**src/rtl/motor_pkg.sv**
```systemverilog
// Shared motor-control definitions: FSM states, direction codes and H-bridge pin pairs.
package motor_pkg;

    typedef enum logic [2:0] {
        SLEEP = 3'd0,
        WAKE  = 3'd1,
        RUN   = 3'd2,
        DEAD  = 3'd3,
        FAULT = 3'd4
    } state_t;

    localparam logic DIR_FWD = 1'b0;
    localparam logic DIR_REV = 1'b1;

    // Pin pairs are {ain1, ain2}.
    localparam logic [1:0] COAST = 2'b00;
    localparam logic [1:0] BRAKE = 2'b11;

    // Forward chops ain1, reverse chops ain2; the idle leg stays low (coast in off-time).
    function automatic logic [1:0] drive_pins(input logic dir, input logic pwm);
        return (dir == DIR_REV) ? {1'b0, pwm} : {pwm, 1'b0};
    endfunction

endpackage

```
**src/rtl/hbridge_drive_if.sv**
```systemverilog
// Control/status bundle between the motor controller and the H-bridge output stage.
interface hbridge_drive_if;
    logic       pwm_in;
    logic       nsleep_in;
    logic       dir_req;
    logic       brake_req;
    logic       nfault;
    logic       fault_clr;
    logic       ain1;
    logic       ain2;
    logic       nsleep_out;
    logic       fault_o;
    logic [2:0] state_o;

    // Controller side: issues requests, observes pins and status.
    modport master (
        output pwm_in, nsleep_in, dir_req, brake_req, nfault, fault_clr,
        input  ain1, ain2, nsleep_out, fault_o, state_o
    );

    // Output stage side.
    modport slave (
        input  pwm_in, nsleep_in, dir_req, brake_req, nfault, fault_clr,
        output ain1, ain2, nsleep_out, fault_o, state_o
    );
endinterface

```
**src/rtl/hbridge_drive_fault_filter.sv**
```systemverilog
// Synchronizes the asynchronous driver nfault pin and declares a fault only after
// FAULT_FILT consecutive low samples, so short glitches are rejected.
module fault_filter
    import motor_pkg::*;
#(
    parameter int FAULT_FILT = 16
) (
    input  logic clk,
    input  logic rst_n,
    input  logic nfault,
    output logic fault_det
);

    localparam int FILT_W = $clog2(FAULT_FILT + 1);
    localparam logic [FILT_W-1:0] FILT_MAX = FILT_W'(FAULT_FILT);

    logic              sync_1;
    logic              sync_2;
    logic [FILT_W-1:0] low_cnt;

    // Two-flop synchronizer; idles high so reset never looks like a fault.
    always_ff @(posedge clk or negedge rst_n) begin
        if (!rst_n) begin
            sync_1 <= 1'b1;
            sync_2 <= 1'b1;
        end else begin
            sync_1 <= nfault;
            sync_2 <= sync_1;
        end
    end

    // Count consecutive low samples, saturating; any high sample restarts the count.
    always_ff @(posedge clk or negedge rst_n) begin
        if (!rst_n) begin
            low_cnt <= '0;
        end else if (sync_2) begin
            low_cnt <= '0;
        end else if (low_cnt != FILT_MAX) begin
            low_cnt <= low_cnt + FILT_W'(1);
        end
    end

    assign fault_det = (low_cnt == FILT_MAX);

endmodule

```
**src/rtl/hbridge_drive.sv**
```systemverilog
// H-bridge output stage: turns PWM, direction, brake and sleep requests into the
// driver pin pair and nsleep, with wake delay, reversal dead time and latched fault.
module hbridge_drive
    import motor_pkg::*;
#(
    parameter int WAKE_CYCLES = 100000,
    parameter int DEAD_CYCLES = 2000,
    parameter int FAULT_FILT  = 16
) (
    input  logic          clk,
    input  logic          rst_n,
    hbridge_drive_if.slave bus
);

    localparam int CNT_MAX = (WAKE_CYCLES > DEAD_CYCLES) ? WAKE_CYCLES : DEAD_CYCLES;
    localparam int CNT_W   = (CNT_MAX > 1) ? $clog2(CNT_MAX) : 1;
    localparam logic [CNT_W-1:0] WAKE_LOAD = CNT_W'(WAKE_CYCLES - 1);
    localparam logic [CNT_W-1:0] DEAD_LOAD = CNT_W'(DEAD_CYCLES - 1);

    logic [1:0]       rst_sync;
    logic             rst_int;
    logic             fault_det;
    state_t           state;
    logic [CNT_W-1:0] cnt;
    logic             dir_cur;
    logic [1:0]       pins;
    logic             nsleep_r;
    logic             fault_r;

    // Reset asserts immediately but releases two clocks later, clean of rst_n timing.
    always_ff @(posedge clk or negedge rst_n) begin
        if (!rst_n) begin
            rst_sync <= 2'b00;
        end else begin
            rst_sync <= {rst_sync[0], 1'b1};
        end
    end

    assign rst_int = rst_sync[1];

    fault_filter #(
        .FAULT_FILT (FAULT_FILT)
    ) u_fault_filter (
        .clk       (clk),
        .rst_n     (rst_int),
        .nfault    (bus.nfault),
        .fault_det (fault_det)
    );

    // Main FSM: fault beats sleep beats normal sequencing; every output is registered here.
    always_ff @(posedge clk or negedge rst_int) begin
        if (!rst_int) begin
            state    <= SLEEP;
            cnt      <= '0;
            dir_cur  <= DIR_FWD;
            pins     <= COAST;
            nsleep_r <= 1'b0;
            fault_r  <= 1'b0;
        end else if (fault_det) begin
            // A live fault also overrides a simultaneous fault_clr.
            state    <= FAULT;
            cnt      <= '0;
            pins     <= COAST;
            nsleep_r <= 1'b0;
            fault_r  <= 1'b1;
        end else if (state == FAULT) begin
            // Latched: only an explicit clear with the pin healthy leaves FAULT.
            pins     <= COAST;
            nsleep_r <= 1'b0;
            if (bus.fault_clr) begin
                state   <= SLEEP;
                fault_r <= 1'b0;
            end
        end else if (!bus.nsleep_in) begin
            state    <= SLEEP;
            cnt      <= '0;
            pins     <= COAST;
            nsleep_r <= 1'b0;
        end else begin
            unique case (state)
                SLEEP: begin
                    state    <= WAKE;
                    cnt      <= WAKE_LOAD;
                    pins     <= COAST;
                    nsleep_r <= 1'b1;
                end
                WAKE: begin
                    pins     <= COAST;
                    nsleep_r <= 1'b1;
                    if (cnt == '0) begin
                        state   <= RUN;
                        dir_cur <= bus.dir_req;
                    end else begin
                        cnt <= cnt - CNT_W'(1);
                    end
                end
                RUN: begin
                    nsleep_r <= 1'b1;
                    if (bus.brake_req) begin
                        // Braking already has both high sides off, so direction may change freely.
                        pins    <= BRAKE;
                        dir_cur <= bus.dir_req;
                    end else if (bus.dir_req != dir_cur) begin
                        state <= DEAD;
                        cnt   <= DEAD_LOAD;
                        pins  <= COAST;
                    end else begin
                        pins <= drive_pins(dir_cur, bus.pwm_in);
                    end
                end
                DEAD: begin
                    nsleep_r <= 1'b1;
                    if (cnt == '0) begin
                        // Drive on the exit edge so exactly DEAD_CYCLES coast cycles are seen.
                        state   <= RUN;
                        dir_cur <= bus.dir_req;
                        pins    <= drive_pins(bus.dir_req, bus.pwm_in);
                    end else begin
                        cnt  <= cnt - CNT_W'(1);
                        pins <= COAST;
                    end
                end
                default: begin
                    state    <= SLEEP;
                    cnt      <= '0;
                    pins     <= COAST;
                    nsleep_r <= 1'b0;
                end
            endcase
        end
    end

    assign bus.ain1       = pins[1];
    assign bus.ain2       = pins[0];
    assign bus.nsleep_out = nsleep_r;
    assign bus.fault_o    = fault_r;
    assign bus.state_o    = state;

endmodule

```
**src/flat_wrapper.sv**
```systemverilog
// flat-port wrapper written by rule: the top's interface ports become plain ports
module hbridge_drive_flat import motor_pkg::*;
#(
    parameter int WAKE_CYCLES = 100000,
    parameter int DEAD_CYCLES = 2000,
    parameter int FAULT_FILT  = 16
)
  (clk, rst_n, bus_pwm_in, bus_nsleep_in, bus_dir_req, bus_brake_req, bus_nfault, bus_fault_clr, bus_ain1, bus_ain2, bus_nsleep_out, bus_fault_o, bus_state_o);
  hbridge_drive_if bus_i ();
  input  logic clk;
  input  logic rst_n;
  input wire logic [$bits(bus_i.pwm_in)-1:0] bus_pwm_in;
  input wire logic [$bits(bus_i.nsleep_in)-1:0] bus_nsleep_in;
  input wire logic [$bits(bus_i.dir_req)-1:0] bus_dir_req;
  input wire logic [$bits(bus_i.brake_req)-1:0] bus_brake_req;
  input wire logic [$bits(bus_i.nfault)-1:0] bus_nfault;
  input wire logic [$bits(bus_i.fault_clr)-1:0] bus_fault_clr;
  output wire logic [$bits(bus_i.ain1)-1:0] bus_ain1;
  output wire logic [$bits(bus_i.ain2)-1:0] bus_ain2;
  output wire logic [$bits(bus_i.nsleep_out)-1:0] bus_nsleep_out;
  output wire logic [$bits(bus_i.fault_o)-1:0] bus_fault_o;
  output wire logic [$bits(bus_i.state_o)-1:0] bus_state_o;
  assign bus_i.pwm_in = bus_pwm_in;
  assign bus_i.nsleep_in = bus_nsleep_in;
  assign bus_i.dir_req = bus_dir_req;
  assign bus_i.brake_req = bus_brake_req;
  assign bus_i.nfault = bus_nfault;
  assign bus_i.fault_clr = bus_fault_clr;
  assign bus_ain1 = bus_i.ain1;
  assign bus_ain2 = bus_i.ain2;
  assign bus_nsleep_out = bus_i.nsleep_out;
  assign bus_fault_o = bus_i.fault_o;
  assign bus_state_o = bus_i.state_o;
  hbridge_drive #(.WAKE_CYCLES(WAKE_CYCLES), .DEAD_CYCLES(DEAD_CYCLES), .FAULT_FILT(FAULT_FILT)) u_core (.clk(clk), .rst_n(rst_n), .bus(bus_i));
endmodule
```
**config.mk**
```make
export PLATFORM = sky130hd
export DESIGN_NAME = hbridge_drive_flat
export DESIGN_NICKNAME = d
export VERILOG_FILES = /design/src/rtl/motor_pkg.sv /design/src/rtl/hbridge_drive_if.sv /design/src/rtl/hbridge_drive_fault_filter.sv /design/src/rtl/hbridge_drive.sv /design/src/flat_wrapper.sv
export SDC_FILE = /design/constraint.sdc
export NUM_CORES = 1
export LEC_CHECK = 0
export BUFFER_PORTS_ARGS = -buffer_cell sky130_fd_sc_hd__buf_2
export CAP_MARGIN = 10
export CORE_ASPECT_RATIO = 2
export CORE_MARGIN = 3
export CORE_UTILIZATION = 59
export CTS_CLUSTER_SIZE = 20
export DETAILED_ROUTE_END_ITERATION = 10
export PLACE_DENSITY = 0.76
export SYNTH_ARGS = -nofsm -noshare
export SYNTH_HDL_FRONTEND = slang
export SYNTH_HIERARCHICAL = 1
export SYNTH_SLANG_ARGS = --single-unit
```
**constraint.sdc**
```tcl
create_clock -name clk -period 1.2 [get_ports clk]
set_input_delay 0.24 -clock clk [delete_from_list [all_inputs] [get_ports clk]]
set_output_delay 0.24 -clock clk [all_outputs]
set_load 0.02 [all_outputs]
```
==> impl_metrics.py, run 1 <==
metrics = {
    "clock_tree": {
        "htree_levels": 2,
        "cts_sinks": 34,
        "ctsLongestPathBuffers": 2,
        "cts_root_buf": "clkbuf_8",
        "cts_made_buffers": 5,
    },
    "synth": {
        "yosysSeqAreaShare_pct": 42.3,
        "syn_nets": 221,
        "synth_area_mm2": 0.00202,
        "async_flop_share_pct": 100,
        "avgSynthCellArea_um2": 9.66,
        "ys_ff_latch": 34,
        "netlist_instances": 209,
        "ys_warn_count": 6,
        "synth_edf_count": 0,
        "synthFlopType": "dfrtp_1",
        "synth_cell_types": 57,
    },
    "run_status": {
        "failing_step": "5_1_grt",
        "status": "did not finish",
        "error": "[ERROR DPL-0038] Utilization greater than 100%, impossible to legalize",
    },
    "floorplan": {
        "die_w_um": 47.4,
        "die_h_um": 88.7,
        "num_rows": 29,
        "start_util_pct": 62.5,
        "ios": 15,
    },
    "place": {
        "pre_cts_ws_ns": -0.826,
        "port_buffers": 14,
        "place_congestion": 0.977,
        "detailed_place_hpwl_um": 4400,
    },
    "timing": {
        "worstEndpointType": "register input",
        "crit_endpoint": "u_core/cnt[16]$_DFFE_PN0P_/D",
    },
    "global_routing": {
        "grt_start_max_net_pins": 33,
    },
}
-- Yosys cell counts, types with 2 or more instances --
cell | instances | area share [%]
dfrtp_1 | 32 | 40
nor2_1 | 20 | 3.7
a21oi_1 | 14 | 3.5
nand2_1 | 10 | 1.9
nand3_1 | 9 | 2.2
o21ai_0 | 9 | 2.2
nor3_1 | 7 | 1.7
nor4_1 | 7 | 2.2
inv_1 | 6 | 1.1
nand4_1 | 6 | 1.9
o31ai_1 | 6 | 2.2
a31oi_1 | 5 | 1.5
buf_6 | 5 | 2.8
buf_2 | 4 | 0.99
ha_1 | 4 | 2.5
xnor2_1 | 4 | 1.7
mux2i_1 | 3 | 1.5
nand2b_1 | 3 | 0.93
nor2b_1 | 3 | 0.93
a211o_1 | 2 | 0.87
a211oi_1 | 2 | 0.74
a21o_1 | 2 | 0.74
and4_1 | 2 | 0.87
clkbuf_1 | 2 | 0.37
dfstp_2 | 2 | 2.6
mux2_2 | 2 | 1.1
nor3b_1 | 2 | 0.74
nor4b_1 | 2 | 0.87
o21a_1 | 2 | 0.74
o21ai_1 | 2 | 0.50
or2_1 | 2 | 0.62
or2_2 | 2 | 0.62
or3_1 | 2 | 0.62
-- cells by family after synthesis --
family                     after synthesis  share of synthesized area, %
DFF                                     34                          42.3
other                                    1                         0.186
AOI/OAI and AO/OA                       49                          15.3
and+or+nand+nor                         91                          28.3
buffers and inverters                   19                          5.83
adders and majority gates                4                          2.48
xor gates and xnor gates                 4                          1.74
muxes                                    7                          3.91
-- timing repair --
action	CTS
resized for setup	60
endpoints found under the hold margin	2
hold buffers	1
cloned	1
endpoints found under the setup margin	32
pin swaps	12
buffers inserted	12
-- metrics by stage --
stage	TNS (ns)	instances	area [µm²]	hold slack, ns	util, %
after floorplan	-14.18	209	2080	-0.0556	-
after global placement	-14.50	311	2620	0.0230	81.0
after detailed placement	-16.72	311	2620	0.0253	81.0
after CTS	-14.42	332	3030	0.0443	93.8
==> run 2: changes to the inputs <==
--- a/config.mk
+++ b/config.mk
@@ -7,12 +7,10 @@
 export LEC_CHECK = 0
 export BUFFER_PORTS_ARGS = -buffer_cell sky130_fd_sc_hd__buf_2
 export CAP_MARGIN = 10
-export CORE_ASPECT_RATIO = 2
 export CORE_MARGIN = 3
-export CORE_UTILIZATION = 59
-export CTS_CLUSTER_SIZE = 20
+export CORE_UTILIZATION = 40
 export DETAILED_ROUTE_END_ITERATION = 10
-export PLACE_DENSITY = 0.76
+export PLACE_DENSITY_LB_ADDON = 0.15
 export SYNTH_ARGS = -nofsm -noshare
 export SYNTH_HDL_FRONTEND = slang
 export SYNTH_HIERARCHICAL = 1
==> impl_metrics.py, run 2 <==
metrics = {
    "run_status": {
        "status": "complete, but fails checks",
        "violations": "setup timing",
    },
    "synth": {
        "synth.most_common_cell": "dfrtp_1",
        "ys_ff_latch": 34,
        "synth_largest_area_cell": "dfrtp_1",
        "synth.top_cells.by_count": "dfrtp_1 (32), nor2_1 (20), a21oi_1 (14)",
        "yosys.area.top_type_share_pct": 39.7,
        "synth_area_mm2": 0.00202,
        "synth_edf_count": 0,
        "yosysSeqAreaShare_pct": 42.3,
        "avgSynthCellArea_um2": 9.66,
        "syn_nets": 221,
        "synthTopCellsByArea": "dfrtp_1 (40%), nor2_1 (3.7%), a21oi_1 (3.5%)",
        "netlist_instances": 209,
        "synth_cell_types": 57,
        "ys_warn_count": 6,
        "synthFlopType": "dfrtp_1",
        "async_flop_share_pct": 100,
    },
    "layout": {
        "largest_reg_flops": 17,
        "nFillCells": 403,
        "layout_commonest_cell": "buf_4",
        "drive_above_1_share_pct": 51.5,
        "nets": 312,
        "fin_util_pct": 65.6,
        "syn_to_final_growth_pct": 55.5,
        "largest-register": "u_core/cnt",
        "final_cell_mix": "buf_4 (62), dfrtp_1 (31), buf_6 (18), nor2_1 (18)",
        "post_layout_nonfiller_instances": 368,
        "antenna_cells": 0,
    },
    "floorplan": {
        "die_w_um": 77.0,
        "die_h_um": 77.0,
        "core_mm2": 0.00479,
        "num_rows": 25,
        "ios": 15,
        "start_util_pct": 42.2,
        "die_area_mm2": 0.00593,
    },
    "timing": {
        "fin_crit_ns": 1.90,
        "setup_viol_count_final": 30,
        "final_hold_viol_count": 0,
        "fmaxAchievable_ghz": 0.527,
        "rsz0062_at_grt": "true",
        "final-max-slew-violation-count": 0,
        "fin_worst_skew_ns": 0.0142,
        "fin_crit_sh_pct": 158,
        "layout_setup_ws_ns": -0.696,
    },
    "setup_path": {
        "start_kind": "flip-flop",
        "worstReg2RegEnd": "u_core/cnt[9]$_DFFE_PN0P_",
        "critPathMaxFanout": 6,
        "critPathArrivalTime_ns": 2.07,
        "rr_startpoint": "u_core/u_fault_filter/low_cnt[1]$_DFFE_PN0P_",
        "reg2regPathDepth": 8,
        "cp-end-kind": "flip-flop",
        "cp.required_ns": 1.37,
        "path_class": "flip-flop to flip-flop",
        "r2r_setup_slack_ns": -0.70,
    },
    "place": {
        "pre_cts_ws_ns": -0.756,
        "place_congestion": 0.815,
        "port_buffers": 14,
        "dp_cells": 343,
        "detailed_place_hpwl_um": 3920,
    },
    "power_and_ir_drop": {
        "ir_drop_mv": 0.711,
        "p_per_area_mw_per_mm2": 946,
        "p_leak_nw": 1.45,
    },
    "clock_tree": {
        "cts_tree": "built",
        "cts_sinks": 34,
        "cts_made_buffers": 5,
        "ctsLongestPathBuffers": 2,
        "insertion_delay_ns": 0.29,
        "htree_levels": 2,
        "cts.clk_slew.worst_paths_ns": 0.08,
        "cts_root_buf": "clkbuf_8",
    },
    "global_routing": {
        "grt.overflow.total": 0,
        "grt_pass1_vias": 2000,
        "grt_pass1_wl_um": 9770,
        "grt_start_max_net_pins": 33,
        "antenna_found_initial": 0,
        "grt_use_total_pct": 20.6,
    },
    "detailed_routing": {
        "drt-initial-drc-count": 90,
        "drc": 0,
        "drt_pre_antenna_iters": 4,
        "wl_um": 5660,
        "wl_met3_um": 177,
        "wirelength_met1_um": 2540,
        "ant_nets": 0,
        "top_layer_used": "met4",
        "wire_per_inst_um": 15.4,
        "wl_met2_um": 2830,
        "vias": 1962,
        "avgViaCountPerCell": 5.33,
    },
    "hold_path": {
        "hold_class": "input pin to flip-flop",
        "hold_start": "bus_nfault",
        "whs_endpoint": "u_core/u_fault_filter/sync_1$_DFF_PN1_",
        "hold_depth": 1,
    },
    "flow_run": {
        "cap_violations": 0,
    },
}
## run 2: cell counts after synthesis
Identical to the previous run, type by type.
## run 2: logic make-up (layout without fill, tap and decap cells)
kind of cell | after synthesis | in the layout | share of synthesized area (%)
AO/OA/AOI/OAI | 49 | 49 | 15.3
AND/OR/NAND/NOR | 91 | 92 | 28.3
other | 1 | 1 | 0.186
adder cells (fa/ha/maj) | 4 | 4 | 2.48
buffers and inverters | 19 | 110 | 5.83
XOR/XNOR | 4 | 4 | 1.74
multiplexers | 7 | 7 | 3.91
flip-flops | 34 | 34 | 42.3
## run 2: area by class of cell
type                       instances  area [µm²]  share of cell area [%]
timing repair buffer              95         783                    25.0
sequential                        34         855                    27.2
multi-input combinational        157        1290                    41.2
inverter                           7        28.8                   0.917
clock inverter                     2        12.5                   0.399
clock buffer                       6        82.6                    2.63
tap                               67        83.8                    2.67
## run 2: report_power, final
| part | switching, mW | internal [mW] | leakage, nW |
|---|---|---|---|
| combinational | 0.366 | 0.426 | 0.962 |
| clock | 0.427 | 0.461 | 0.0472 |
| sequential | 0.0751 | 1.21 | 0.439 |
## run 2: metrics by stage
stage / total power [mW] / hold WS, ns / area, µm² / setup TNS [ns]
after global routing: 3.13 / 0.0270 / 3140 / -16.44
after global placement: 1.94 / 0.0256 / 2630 / -14.63
after detailed placement: 1.94 / 0.0257 / 2630 / -14.73
after floorplan: 1.65 / -0.0556 / 2080 / -14.18
final: 2.97 / 0.0452 / 3140 / -14.34
after CTS: 2.94 / 0.0335 / 3030 / -14.52
## run 2: how the worst max path moves through the flow
stage / endpoint / slack (ns) / depth (start not counted) / start
2_1_floorplan: u_core/cnt[13]$_DFFE_PN0P_ / -0.81 / 11 / u_core/u_fault_filter/low_cnt[0]$_DFFE_PN0P_
3_3_place_gp: u_core/cnt[13]$_DFFE_PN0P_ / -0.76 / 10 / u_core/u_fault_filter/low_cnt[1]$_DFFE_PN0P_
3_5_place_dp: u_core/cnt[13]$_DFFE_PN0P_ / -0.76 / 10 / u_core/u_fault_filter/low_cnt[1]$_DFFE_PN0P_
4_1_cts: u_core/cnt[9]$_DFFE_PN0P_ / -0.70 / 8 / u_core/u_fault_filter/low_cnt[1]$_DFFE_PN0P_
5_1_grt: u_core/cnt[2]$_DFFE_PN0P_ / -0.77 / 8 / u_core/u_fault_filter/low_cnt[1]$_DFFE_PN0P_
6_report: u_core/cnt[9]$_DFFE_PN0P_ / -0.70 / 8 / u_core/u_fault_filter/low_cnt[1]$_DFFE_PN0P_
## run 2: metal layers
metal / up-vias / global-route usage [%]
met1: 961 / 26.2
li1: 955 / -
met2: 33 / 35.4
met5: - / 0
met3: 13 / 3.87
met4: 0 / 6.76
## run 2: critical path, stage by stage, from the launching register on
cell	delay, ns
dfrtp_1	0.34
inv_1	0.05
ha_2	0.16
and4bb_4	0.20
buf_6	0.11
or4_4	0.54
buf_8	0.17
o211ai_1	0.15
a21oi_1	0.07
## run 2: timing repair
action,4_1_cts,5_1_grt
buffers inserted,10,5
endpoints found under the hold margin,2,0
hold buffers,1,0
resized for setup,51,17
endpoints found under the setup margin,31,32
pin swaps,17,10
gates cloned,2,0
No activity file was read; power rests on OpenSTA's default activity.
